**config.mk**
```make
export PLATFORM = sky130hd
export DESIGN_NAME = gpio_tx_queue_flat
export DESIGN_NICKNAME = d
export VERILOG_FILES = /design/src/rtl/gpio_tx_queue_if.sv /design/src/rtl/gpio_tx_queue.sv /design/src/flat_wrapper.sv
export SDC_FILE = /design/constraint.sdc
export NUM_CORES = 1
export LEC_CHECK = 0
export CAP_MARGIN = 20
export CORE_MARGIN = 2
export CORE_UTILIZATION = 60
export DETAILED_ROUTE_END_ITERATION = 10
export PLACE_DENSITY_LB_ADDON = 0.05
export SLEW_MARGIN = 20
export SYNTH_ARGS = -nofsm -noshare
export SYNTH_HDL_FRONTEND = slang
export SYNTH_SLANG_ARGS = --single-unit
```
**constraint.sdc**
```tcl
create_clock -name clock -period 6.5 [get_ports clock]
set_input_delay 0.65 -clock clock [delete_from_list [all_inputs] [get_ports clock]]
set_output_delay 0.65 -clock clock [all_outputs]
set_load 0.005 [all_outputs]
```
**src/rtl/gpio_tx_queue_if.sv**
```systemverilog
// gpio_tx_queue_if: core-side push port and link-side message handshake of the GPIO transmit queue.
interface gpio_tx_queue_if #(parameter int DEPTH = 4);
    localparam int CW = $clog2(DEPTH) + 1;
    logic          push;
    logic [127:0]  push_message;
    logic          full;
    logic [CW-1:0] count;
    logic          overflow;
    logic          data_ready;
    logic [127:0]  message_out;
    logic          done;
    logic          sent;
    logic          dropped;
    modport master (
        output push, push_message, done,
        input  full, count, overflow, data_ready, message_out, sent, dropped
    );
    modport slave (
        input  push, push_message, done,
        output full, count, overflow, data_ready, message_out, sent, dropped
    );
endinterface

```
**src/rtl/gpio_tx_queue.sv**
```systemverilog
// gpio_tx_queue: FIFO of 128-bit messages fed to the GPIO link one at a time, with timeout/retry/drop.
module gpio_tx_queue #(
    parameter int DEPTH     = 4,
    parameter int TIMEOUT   = 64,
    parameter int MAX_RETRY = 3
) (
    input logic            clock,
    input logic            reset,
    gpio_tx_queue_if.slave bus
);
    localparam int AW = $clog2(DEPTH);
    localparam int CW = AW + 1;
    localparam int TW = $clog2(TIMEOUT);
    localparam int RW = $clog2(MAX_RETRY + 1);

    typedef enum logic [1:0] {IDLE, LOAD, SEND, GAP} state_t;

    logic [127:0]  mem [DEPTH];
    logic [AW-1:0] wr_ptr, rd_ptr;
    logic [CW-1:0] count;
    logic [TW-1:0] tcnt;
    logic [RW-1:0] retry;
    logic [127:0]  message_out;
    logic          data_ready, sent, dropped, overflow;
    state_t        state;

    logic full, push_ok, expired, last_try, pop;
    // Fullness is judged on the registered count, so a same-cycle pop never frees room for a push.
    assign full     = count == CW'(DEPTH);
    assign push_ok  = bus.push && !full;
    assign expired  = state == SEND && !bus.done && tcnt == TW'(TIMEOUT - 1);
    assign last_try = retry == RW'(MAX_RETRY - 1);
    assign pop      = state == SEND && (bus.done || (expired && last_try));

    always_ff @(posedge clock)
        if (push_ok) mem[wr_ptr] <= bus.push_message;

    always_ff @(posedge clock or posedge reset) begin
        if (reset) begin
            wr_ptr      <= '0;
            rd_ptr      <= '0;
            count       <= '0;
            tcnt        <= '0;
            retry       <= '0;
            message_out <= '0;
            data_ready  <= 1'b0;
            sent        <= 1'b0;
            dropped     <= 1'b0;
            overflow    <= 1'b0;
            state       <= IDLE;
        end else begin
            overflow <= bus.push && full;
            sent     <= state == SEND && bus.done;
            dropped  <= expired && last_try;
            if (push_ok) wr_ptr <= wr_ptr + 1'b1;
            if (pop) rd_ptr <= rd_ptr + 1'b1;
            count <= count + CW'(push_ok) - CW'(pop);
            case (state)
                IDLE: if (count != '0) state <= LOAD;
                LOAD: begin
                    message_out <= mem[rd_ptr];
                    tcnt        <= '0;
                    data_ready  <= 1'b1;
                    state       <= SEND;
                end
                SEND: begin
                    if (bus.done) begin
                        retry      <= '0;
                        data_ready <= 1'b0;
                        state      <= GAP;
                    end else if (expired) begin
                        retry      <= last_try ? '0 : retry + 1'b1;
                        data_ready <= 1'b0;
                        state      <= GAP;
                    end else begin
                        tcnt <= tcnt + 1'b1;
                    end
                end
                GAP:     state <= count != '0 ? LOAD : IDLE;
                default: state <= IDLE;
            endcase
        end
    end

    assign bus.full        = full;
    assign bus.count       = count;
    assign bus.overflow    = overflow;
    assign bus.data_ready  = data_ready;
    assign bus.message_out = message_out;
    assign bus.sent        = sent;
    assign bus.dropped     = dropped;
endmodule

```
**src/flat_wrapper.sv**
```systemverilog
// flat-port wrapper written by rule: the top's interface ports become plain ports
module gpio_tx_queue_flat 
#(
    parameter int DEPTH     = 4,
    parameter int TIMEOUT   = 64,
    parameter int MAX_RETRY = 3
)
  (clock, reset, bus_push, bus_push_message, bus_done, bus_full, bus_count, bus_overflow, bus_data_ready, bus_message_out, bus_sent, bus_dropped);
  gpio_tx_queue_if #(.DEPTH(DEPTH)) bus_i ();
  input logic clock;
  input logic reset;
  input wire logic [$bits(bus_i.push)-1:0] bus_push;
  input wire logic [$bits(bus_i.push_message)-1:0] bus_push_message;
  input wire logic [$bits(bus_i.done)-1:0] bus_done;
  output wire logic [$bits(bus_i.full)-1:0] bus_full;
  output wire logic [$bits(bus_i.count)-1:0] bus_count;
  output wire logic [$bits(bus_i.overflow)-1:0] bus_overflow;
  output wire logic [$bits(bus_i.data_ready)-1:0] bus_data_ready;
  output wire logic [$bits(bus_i.message_out)-1:0] bus_message_out;
  output wire logic [$bits(bus_i.sent)-1:0] bus_sent;
  output wire logic [$bits(bus_i.dropped)-1:0] bus_dropped;
  assign bus_i.push = bus_push;
  assign bus_i.push_message = bus_push_message;
  assign bus_i.done = bus_done;
  assign bus_full = bus_i.full;
  assign bus_count = bus_i.count;
  assign bus_overflow = bus_i.overflow;
  assign bus_data_ready = bus_i.data_ready;
  assign bus_message_out = bus_i.message_out;
  assign bus_sent = bus_i.sent;
  assign bus_dropped = bus_i.dropped;
  gpio_tx_queue #(.DEPTH(DEPTH), .TIMEOUT(TIMEOUT), .MAX_RETRY(MAX_RETRY)) u_core (.clock(clock), .reset(reset), .bus(bus_i));
endmodule
```
# Yosys cells after proc, flatten, opt, wreduce, memory -nomap -nowiden
# Memory sizes are Yosys's and may differ from the RTL's. A register that Yosys moved wholly into a read port is not among the register bits.
# Cells that the tools add are included.
# W data, S select, Z words.
dict set report classes {
  n_lt_le_gt_ge 0
  n_reduce_logical 18
  bitwise 0
  n_mux 16
  n_addsub 6
  n_eq_ne 10
  n_mul 0
  shifts 0
  n_div 0
}
# op n
set ops {}
lappend ops {{$mux W2} 6}
lappend ops {{$mux W6} 2}
lappend ops {{$pmux W6 S2} 1}
lappend ops {{$pmux W2 S4} 1}
lappend ops {{$logic_and A1 B1 Y1} 7}
lappend ops {{$add A2 B1 Y2 const B} 3}
lappend ops {{$add A6 B1 Y6 const B} 1}
lappend ops {{$eq A2 B2 Y1 const B} 3}
lappend ops {{$eq A6 B6 Y1 const B} 1}
lappend ops {{$reduce_and A2 Y1} 3}
lappend ops {{$mux W1} 5}
lappend ops {{$ne A2 B2 Y1 const B} 2}
lappend ops {{$reduce_bool A2 Y1} 2}
lappend ops {{$add A3 B1 Y3} 1}
lappend ops {{$eq A3 B3 Y1 const B} 1}
lappend ops {{$ne A3 B2 Y1 const B} 1}
lappend ops {{$reduce_and A3 Y1} 1}
lappend ops {{$reduce_bool A3 Y1} 1}
lappend ops {{$sub A3 B1 Y3} 1}
lappend ops {{$eq A2 B1 Y1 const B} 1}
lappend ops {{$logic_not A1 Y1} 2}
lappend ops {{$logic_not A2 Y1} 1}
lappend ops {{$ne A2 B1 Y1 const B} 1}
lappend ops {{$pmux W1 S2} 1}
lappend ops {{$logic_or A1 B1 Y1} 1}
dict set report totals {
  latchBits 0
  inputBits 132
  mem_count 1
  ff_bits 21
  out_inout_bits 136
  word_cells 61
  romBits 0
  mem_bits_rw 512
}
# memory depth word_bits read_ports rd_clocked_by_memory_dff write_ports line_no
set memory_table {}
lappend memory_table {u_core.mem 4 128 1 1 1 gpio_tx_queue.sv:18} ;# logic [127:0] mem [DEPTH];

# Logic depth before layout (Yosys ltp)
# Gate-level depths: netlist of run 1.
dict set report logic_depth {
  word_depth 7
  depth_mapped 10
  mapped_depth_nobuf 10
}

# Least setup slack after synthesis of run 1
# Ideal clock, no wire load.
dict set report synth_timing {
  path_type {input-to-reg}
  from {in bus_push}
  to {mem u_core.mem[0][0] (enable)}
  path_buffers 1
  setup_ps 502
  required_ps 5998
  t_arrival_ps 3961
  path_slack_ps 2037
  path_stages 3
  cell_sequence {nor2b_1 > clkbuf_1 > and2_1}
}
dict set report synth_between {
  elab_chain_len 3
}
# element line_no
set synth_lines {}
lappend synth_lines {{from (decl)} flat_wrapper.sv:12} ;# input wire logic [$bits(bus_i.push)-1:0] bus_push;
lappend synth_lines {{$logic_and A1 B1 Y1} gpio_tx_queue.sv:30} ;# assign push_ok = bus.push && !full;
lappend synth_lines {{via u_core.push_ok} gpio_tx_queue.sv:27} ;# logic full, push_ok, expired, last_try, pop;
lappend synth_lines {{$mux W1} gpio_tx_queue.sv:36} ;# if (push_ok) mem[wr_ptr] <= bus.push_message;
lappend synth_lines {{$mux W1 (not written as such)} gpio_tx_queue.sv:36}
lappend synth_lines {{to (decl)} gpio_tx_queue.sv:18}
# The timed path passes the listed nets, and every way through them passes these cells.

# Final worst setup path of run 1
dict set report layout_timing {
  from {reg u_core.count[0], in the netlist u_core.bus.count[0]}
  to {mem u_core.mem[2][56] (enable)}
}
dict set report layout_between {
  elab_chain_len 5
}
# element line_no
set layout_lines {}
lappend layout_lines {{from (decl)} gpio_tx_queue.sv:20} ;# logic [CW-1:0] count;
lappend layout_lines {{from (signal assigned)} gpio_tx_queue.sv:57} ;# count <= count + CW'(push_ok) - CW'(pop);
lappend layout_lines {{$eq A3 B3 Y1} gpio_tx_queue.sv:29} ;# assign full = count == CW'(DEPTH);
lappend layout_lines {{$logic_not A1 Y1} gpio_tx_queue.sv:30}
lappend layout_lines {{$logic_and A1 B1 Y1} gpio_tx_queue.sv:30}
lappend layout_lines {{$mux W1} gpio_tx_queue.sv:36}
lappend layout_lines {{$mux W1 (not written as such)} gpio_tx_queue.sv:36}
# Every way passes these cells.

==> metrics, run 1 <==
final worst setup slack=3.541 ns; yosys warns=0; Synthesized Nets=1190; H-tree levels=3; Cell Count, Final, Fillers Out=1934; vias in the first global route=11610; Cells after Synth=1046; final net count=1493; post-route minimum period=2.959 ns; area delta synth->final=22.26%; type of origin of the critical path=flop; P_int=10340 uW; DRC=0; Sequential Power Share=44.5%; cts bufs inserted=67; chip height=205.3 um; post-synth cell types=38; Clock Pin Slew Worst Setup and Hold Paths=0.06 ns; Core Area=39820 sq um; max-slew violation count=0; vias=11190; Avg Cell Area, Syn=23.24 sq um; I/O Buffers=267; Worst Hold Class=reg -> reg; post-synthesis register bit count=661; row count=73; Slew HR=28.68%; Max Freq=338.0 MHz; Final Skew=0.01332 ns; Max clock buf depth=3; DIE AREA=42140 sq um; cts repair resizes=0; Post-DP Area=27570 sq um; WL/cell=23.95 um; starting density of the core=61.05%; Fin Setup TNS=0 ns; Remaining Overflow, GRT=0; combinational share of power=29.2%; total of max-cap violations=0; Sink Count=661; sw power=3732 uW; # Post-CTS Setup Buffers=0; via/cell ratio=5.785; Setup CP Type=reg -> reg; largest net degree at the start of global routing=104; slew at the pin closest to its max-slew limit=1.070 ns; worst-path fanout max=72; status=finished clean; CTS tree=done; clock share of power=26.3%; initial antenna violation count=8; post-route ant nets=0; clk_lat worst skew=0.58 ns; worst vdd ir=284.7 uV; PwrDens=473.4 nW/um^2; total track usage=22.67%; CTS Root Cell=clkbuf_16; dpl hpwl=26430 um; post-placement setup slack=3.073 ns; RSZ-0062 raised after global routing=no; Cell Count Post-Placement=1805; WL final=46330 um; Finish-stage setup viols=0; Pre-Repair DR Iteration Count=5; worst path arrival time=3.16 ns; Min Hold Slack=0.5030 ns; Initial DRC Count=706; Die W=205.3 um; data required time at the worst endpoint=6.70 ns; sequential fraction of the synthesis area=78.58%; layout cells sized above 1=26.57%; CP endpoint kind=flop; global-route wire length before repair=70010 um; Mapped Area=24310 sq um; post-route cell area=29720 sq um; routability-driven placement congestion ratio=0.7621; Boundary Pins=268; CTS Hold Buffers Added=0; switching share of power=26.52%; final hold violations=0; Final Cycle Share=45.52%; r2r setup slk=3.54 ns; static leakage=0.01022 uW
placed cells by master (no fill, tap or decap), types with 3 or more instances in the layout:
cell type	instances
nor2b_1	3
mux2_2	120
buf_12	5
inv_6	6
clkbuf_8	8
bufinv_16	4
dfrtp_1	147
mux2_4	10
clkinv_2	8
clkinv_1	9
clkbuf_1	21
nand4_1	3
edfxtp_1	512
nand2_1	4
nand3_1	5
clkdlybuf4s50_1	267
clkbuf_16	68
o21ai_0	6
inv_1	10
ha_1	10
mux4_2	128
and2_4	4
diode_2	5
nor2_1	5
xnor2_1	4
buf_4	6
synth_stat cells:
library cell	count	area, sq um
nor2_1	5	18.77
fa_1	1	20.02
and3_1	2	12.51
a22o_1	2	17.52
or2_2	1	6.260
buf_2	6	30.03
o21bai_1	1	7.510
nand4b_1	1	8.760
buf_6	11	123.9
nor2b_1	3	18.77
a31oi_1	2	12.51
dfrtp_1	149	3729
and4_1	2	17.52
o31a_1	1	8.760
nand3b_1	1	7.510
o21ai_0	6	30.03
o31ai_1	1	7.510
xnor2_1	4	35.03
o211ai_1	1	7.510
o21ai_1	1	5.000
a31o_2	1	8.760
nor4_1	1	6.260
a21oi_1	2	10.01
mux2_2	120	1351
inv_1	11	41.29
ha_1	11	137.6
nand3_1	5	25.02
edfxtp_1	512	15370
buf_1	12	45.04
nand2_1	4	15.01
nand4_1	3	18.77
and2_1	6	37.54
mux2_4	10	150.1
nor3_1	2	10.01
a211oi_1	1	7.510
mux4_2	128	2883
clkbuf_1	15	56.30
xor2_1	1	8.760
cell families after synthesis:
kind of cell	after synthesis	share of synthesized area (%)
flops	661	78.58
mux	258	18.03
buf+inv	55	1.220
simple gates	36	0.8338
compound gates	19	0.5044
fa+ha+maj	12	0.6485
xor+xnor	5	0.1801
final cells by class:
class / instances / area, sq um
Inverter: 11 / 46.29
Fill cell: 2299 / 10100
Timing Repair Buffer: 278 / 2818
Sequential cell: 661 / 19110
Tap cell: 525 / 656.9
Clock buffer: 97 / 1891
Antenna cell: 5 / 12.51
Multi-Input combinational cell: 330 / 4933
Clock inverter: 27 / 254.0
power by group through the flow:
stage	combinational, uW	sequential, uW	clock (uW)
finish	4100	6260	3700
global route	4430	6380	3950
CTS	4210	6280	3790
detailed placement	4180	6350	0
global placement	4130	6290	0
floorplan	2580	6260	0
sequential cells by signal (all words and copies together), names as in the netlist:
register / count
u_core.bus.data_ready: 1
u_core.mem: 512
u_core.bus.dropped: 1
u_core.bus.sent: 1
u_core.rd_ptr: 2
u_core.bus.message_out: 128
u_core.tcnt: 6
u_core.state: 2
u_core.bus.overflow: 1
u_core.retry: 2
u_core.wr_ptr: 2
u_core.bus.count: 3
metrics by stage:
| stage | util [%] | total power (uW) |
|---|---|---|
| 5_1_grt | 74.62 | 14760 |
| 3_3_place_gp | 69.22 | 10430 |
| 4_1_cts | 74.60 | 14280 |
| 6_report | 74.64 | 14070 |
| 3_5_place_dp | 69.22 | 10530 |
| 2_1_floorplan | - | 8836 |
per-layer routing:
metal	vias to the layer above	GRT usage (%)	part of all wire [%]
met5	-	0	0.12
met4	8	6.526	1.8
met3	56	5.797	6.9
met2	345	35.92	49
met1	5869	31.89	42
li1	4910	-	-
final timing paths:
kind,to,depth (start not counted),from
setup / recovery,u_core.mem[2][56],5,u_core.bus.count[0]
hold / removal,u_core.bus.message_out[84],1,u_core.bus.message_out[84]
setup reg to reg,u_core.mem[2][56],5,u_core.bus.count[0]
hold reg to reg,u_core.bus.message_out[84],1,u_core.bus.message_out[84]
max in group asynchronous,u_core.bus.message_out[87],3,reset
min in group asynchronous,u_core.bus.message_out[0],2,reset
critical path, stage by stage, from the launching register on:
cell	delay, ns
dfrtp_1	0.41
nor2_1	0.09
and2_1	0.18
nor2b_1	0.47
and2_4	0.82
buf_12	0.45
Note: power is estimated with default switching activity, not from simulation.
==> run 2, diff against run 1 <==
CORE_UTILIZATION = 56   (was 60)
clock period = 3.09 ns   (was 6.5 ns; I/O delays follow)
==> run 2 against run 1 <==
Against the previous run: die area grew 7.0%; sequential cell count is the same; critical path type unchanged; routed wire length grew 2.9%; critical endpoint is now u_core.bus.count[2]; power up 120%; first-iteration DRC count is 21% higher; largest power group unchanged.
==> metrics, run 2 (same netlist as run 1, synthesis figures left out) <==
status=finished clean; total of max-cap violations=0; worst path arrival time=3.08 ns; Final Skew=0.02542 ns; clk_lat worst skew=0.59 ns; initial antenna violation count=4; Finish-stage setup viols=0; total track usage=21.72%; Clock Pin Slew Worst Setup and Hold Paths=0.06 ns; most frequent CP cell=ha_1; largest net degree at the start of global routing=56; WL/cell=23.65 um; switching share of power=26.67%; Max clock buf depth=3; FILL cells=2698; vias in the first global route=11770; layout cells sized above 1=28.71%; dpl hpwl=28180 um; Boundary Pins=268; static leakage=0.01046 uW; final hold violations=0; Top reg by flops=u_core.mem; max-slew violation count=0; Core Area=42980 sq um; data required time at the worst endpoint=3.58 ns; H-tree levels=3; cts bufs inserted=68; slew at the pin closest to its max-slew limit=0.9412 ns; Worst Hold Class=in -> async; Fin Setup TNS=0 ns; WL final=47680 um; vias=11280; crit path cell chain=inv_1, ha_1, and2_1, o21bai_1, ha_1, inv_1, ha_1, fa_1, xnor2_1, xnor2_1; cts repair resizes=0; type of origin of the critical path=flop; CTS Root Cell=clkbuf_16; # Post-CTS Setup Buffers=0; starting density of the core=56.56%; final worst setup slack=0.5002 ns; Setup CP Type=reg -> reg; post-route minimum period=2.590 ns; critical path's largest stage delay=0.47 ns; clock share of power=27.1%; Post-DP Area=27980 sq um; biggest regs=u_core.mem x512, u_core.bus.message_out x128, u_core.tcnt x6; Die W=212.4 um; DIE AREA=45090 sq um; worst-path fanout max=6; post-placement setup slack=0.5258 ns; Max Freq=386.1 MHz; P_int=22280 uW; CTS tree=done; final net count=1516; Slew HR=37.12%; Sink Count=661; worst vdd ir=661.4 uV; PwrDens=1004 nW/um^2; CP endpoint kind=flop; most common cell after layout, fill and taps aside=edfxtp_1; post-route ant nets=0; FF+latch area=19110 sq um; Pre-Repair DR Iteration Count=5; CTS Hold Buffers Added=0; area delta synth->final=24.52%; chip height=212.4 um; Remaining Overflow, GRT=0; overall power=30380 uW; Min Hold Slack=0.2841 ns; global-route wire length before repair=71060 um; I/O Buffers=267; DRC=0; routability-driven placement congestion ratio=0.7891; area of the multi-input gates=4933 sq um; Sequential Power Share=43.4%; post-route cell area=30270 sq um; via/cell ratio=5.595; Final Cycle Share=83.81%; sw power=8103 uW; most frequent cells in the layout=edfxtp_1, clkdlybuf4s50_1, dfrtp_1; row count=76; combinational share of power=29.5%; slowest library cell on the worst path=dfrtp_1; Initial DRC Count=851; RSZ-0062 raised after global routing=no; max reg flops=512
-- run 2: final timing paths --
check,from,end,slack (ns),cells past startpoint
setup / recovery,u_core.state[0],u_core.bus.count[2],0.50,10
hold / removal,reset,u_core.state[1],0.28,2
setup reg to reg,u_core.state[0],u_core.bus.count[2],0.50,10
hold reg to reg,u_core.bus.message_out[120],u_core.bus.message_out[120],0.50,1
max in group asynchronous,reset,u_core.bus.message_out[98],2.06,3
min in group clock,bus_push_message[3],u_core.mem[2][3],0.35,1
-- run 2: final cells by class --
cell class | count | share of cell area [%]
clock buffer | 86 | 6.187
antenna | 3 | 0.02480
timing repair buffer | 300 | 10.43
sequential | 661 | 63.13
inverter | 11 | 0.1488
clock inverter | 40 | 1.364
multi-input combinational | 330 | 16.30
tap | 585 | 2.418
-- run 2: worst max-delay path: cells and delay by family, from the launching register on --
| family | cells | cell delay (ns) |
|---|---|---|
| fa+ha+maj | 4 | 1.17 |
| buf+inv | 2 | 0.15 |
| compound gates | 1 | 0.21 |
| xor+xnor | 2 | 0.32 |
| flops | 1 | 0.47 |
| simple gates | 1 | 0.18 |
-- run 2: per-layer routing --
layer  vias to the layer above  wire length [um]  global-route usage (%)
met2                       326             23290                   34.31
met3                        71              3303                   5.879
met4                         2              1055                   6.848
met5                         -                13                       0
li1                       4939                 -                       -
met1                      5941             20020                   30.03
-- run 2: metrics by stage --
step | utilization [%] | instances
2_1_floorplan | - | 1046
3_3_place_gp | 65.10 | 1887
3_5_place_dp | 65.10 | 1887
4_1_cts | 70.42 | 2013
5_1_grt | 70.42 | 2013
6_report | 70.43 | 2016
-- run 2: power groups by stage --
stage	combinational [uW]	sequential, uW	clock [uW]
2_1_floorplan	5430	13100	0
3_3_place_gp	9010	13300	0
3_5_place_dp	9130	13400	0
4_1_cts	9160	13200	8420
5_1_grt	9620	13400	8770
6_report	8960	13200	8230
==> run 3, diff against run 2 <==
clock period = 2.5 ns   (was 3.09 ns; I/O delays follow)
==> run 3 against run 2 <==
Against the previous run: cell count fell by 0.15%; sequential cell count did not move; sequential power rose by 21%; combinational power rose by 27%; register-to-register slack got worse by 0.28 ns; clock power rose by 20%; setup slack got worse by 0.28 ns; fmax rose by 13%; count of clock-buffer cells in the layout rose by 12; utilization barely moved; via count fell by 0.35%; critical path type unchanged; largest cell class unchanged; highest routed layer unchanged.
==> metrics, run 3 (same netlist as run 1, synthesis figures left out) <==
status=finished clean; metal3 WL=3160 um; Final Skew=0.02544 ns; most common cell after layout, fill and taps aside=edfxtp_1; worst vdd ir=771.1 uV; worst path arrival time=2.79 ns; met2 WL post-DR=23230 um; layout cells sized above 1=27.82%; post-placement setup slack=0.1634 ns; Initial DRC Count=721; final net count=1519; starting density of the core=56.56%; post-route ant nets=0; type of origin of the critical path=flop; data required time at the worst endpoint=3.00 ns; max reg flops=512; # Post-CTS Setup Buffers=0; I/O Buffers=267; global-route wire length before repair=70660 um; total of max-cap violations=0; max layer used=met5; CTS Hold Buffers Added=0; worst-path fanout max=6; reg2reg path depth=9; dpl hpwl=27500 um; routed length on met1=19690 um; final hold violations=0; Min Hold Slack=0.1101 ns; initial antenna violation count=4; Top reg by flops=u_core.mem; DRC=0; chip height=212.4 um; clk_lat worst skew=0.58 ns; PwrDens=1232 nW/um^2; Sink Count=661; most frequent cells in the layout=edfxtp_1, clkdlybuf4s50_1, dfrtp_1; post-route minimum period=2.283 ns; Core Area=42980 sq um; Boundary Pins=268; Die W=212.4 um; Pre-Repair DR Iteration Count=4; largest net degree at the start of global routing=68; RSZ-0062 raised after global routing=no; vias in the first global route=11620; total track usage=21.40%; CTS tree=done; cts repair resizes=0; biggest regs=u_core.mem x512, u_core.bus.message_out x128, u_core.tcnt x6; vias=11240; Final Cycle Share=91.31%; CP endpoint kind=flop; area delta synth->final=24.48%; static leakage=0.01043 uW; WL/cell=23.34 um; Slew HR=57.58%; final worst setup slack=0.2173 ns; DIE AREA=45090 sq um; Setup CP Type=reg -> reg; max-slew violation count=0; CTS Root Cell=clkbuf_16; Worst Hold Class=in -> async; slew at the pin closest to its max-slew limit=0.6350 ns; Remaining Overflow, GRT=0; H-tree levels=3; Finish-stage setup viols=0; WL final=46990 um; row count=76; via/cell ratio=5.584; Clock Pin Slew Worst Setup and Hold Paths=0.06 ns; Max clock buf depth=3; Max Freq=438.1 MHz; cts bufs inserted=68; routability-driven placement congestion ratio=0.8238
-- run 3: cell count changes in the layout (fill, tap and decap cells not counted), sizes merged --
cell,delta
buf,+3
bufinv,-2
clkbuf,+12
clkinv,-12
clkinvlp,-1
diode,-2
inv,-1
-- run 3: final timing paths --
| path | slack (ns) | to | start |
|---|---|---|---|
| min in group clock | 0.30 | u_core.mem[3][23] | bus_push_message[23] |
| setup / recovery | 0.22 | u_core.bus.count[2] | u_core.state[1] |
| setup reg to reg | 0.22 | u_core.bus.count[2] | u_core.state[1] |
| max in group asynchronous | 1.69 | u_core.bus.message_out[85] | reset |
| hold / removal | 0.11 | u_core.bus.message_out[6] | reset |
| hold reg to reg | 0.50 | u_core.bus.data_ready | u_core.bus.data_ready |
-- run 3: where the power goes --
group / total, uW / switching [uW] / internal, uW
combinational: 11400 / 4830 / 6580
clock: 9850 / 3950 / 5900
sequential: 16000 / 1040 / 15000
-- run 3: critical path: stages, from the launching register on --
cell and delay (ns):
dfrtp_1 0.40, ha_1 0.25, and2_1 0.18, o21bai_1 0.18
ha_1 0.28, inv_1 0.04, ha_1 0.18, fa_1 0.41
xnor2_1 0.18, xnor2_1 0.13
-- run 3: per-stage QoR --
stage          instance area [sq um]  total power (uW)  setup TNS, ns  std cells  util, %
2_1_floorplan                  24320             22840        -257.97       1046        -
3_5_place_dp                   28080             27880              0       1890    65.32
5_1_grt                        30260             39060              0       2012    70.40
6_report                       30260             37270              0       2013    70.41
4_1_cts                        30260             37820              0       2012    70.40
3_3_place_gp                   28080             27600              0       1890    65.32
-- run 3: metal layers --
metal	GRT usage (%)	up-vias
met3	5.835	69
li1	-	4953
met5	0	-
met1	29.60	5939
met2	33.94	273
met4	6.390	6
-- run 3: layout make-up --
cell class,count,area (sq um)
fillers,2726,12720
inverters,11,45.04
well taps,585,732.0
multi-input cells,330,4933
clock buffers,98,1938
clock inverters,24,244.0
diodes,1,2.502
repair buffers,303,3256
flip-flops and latches,661,19110
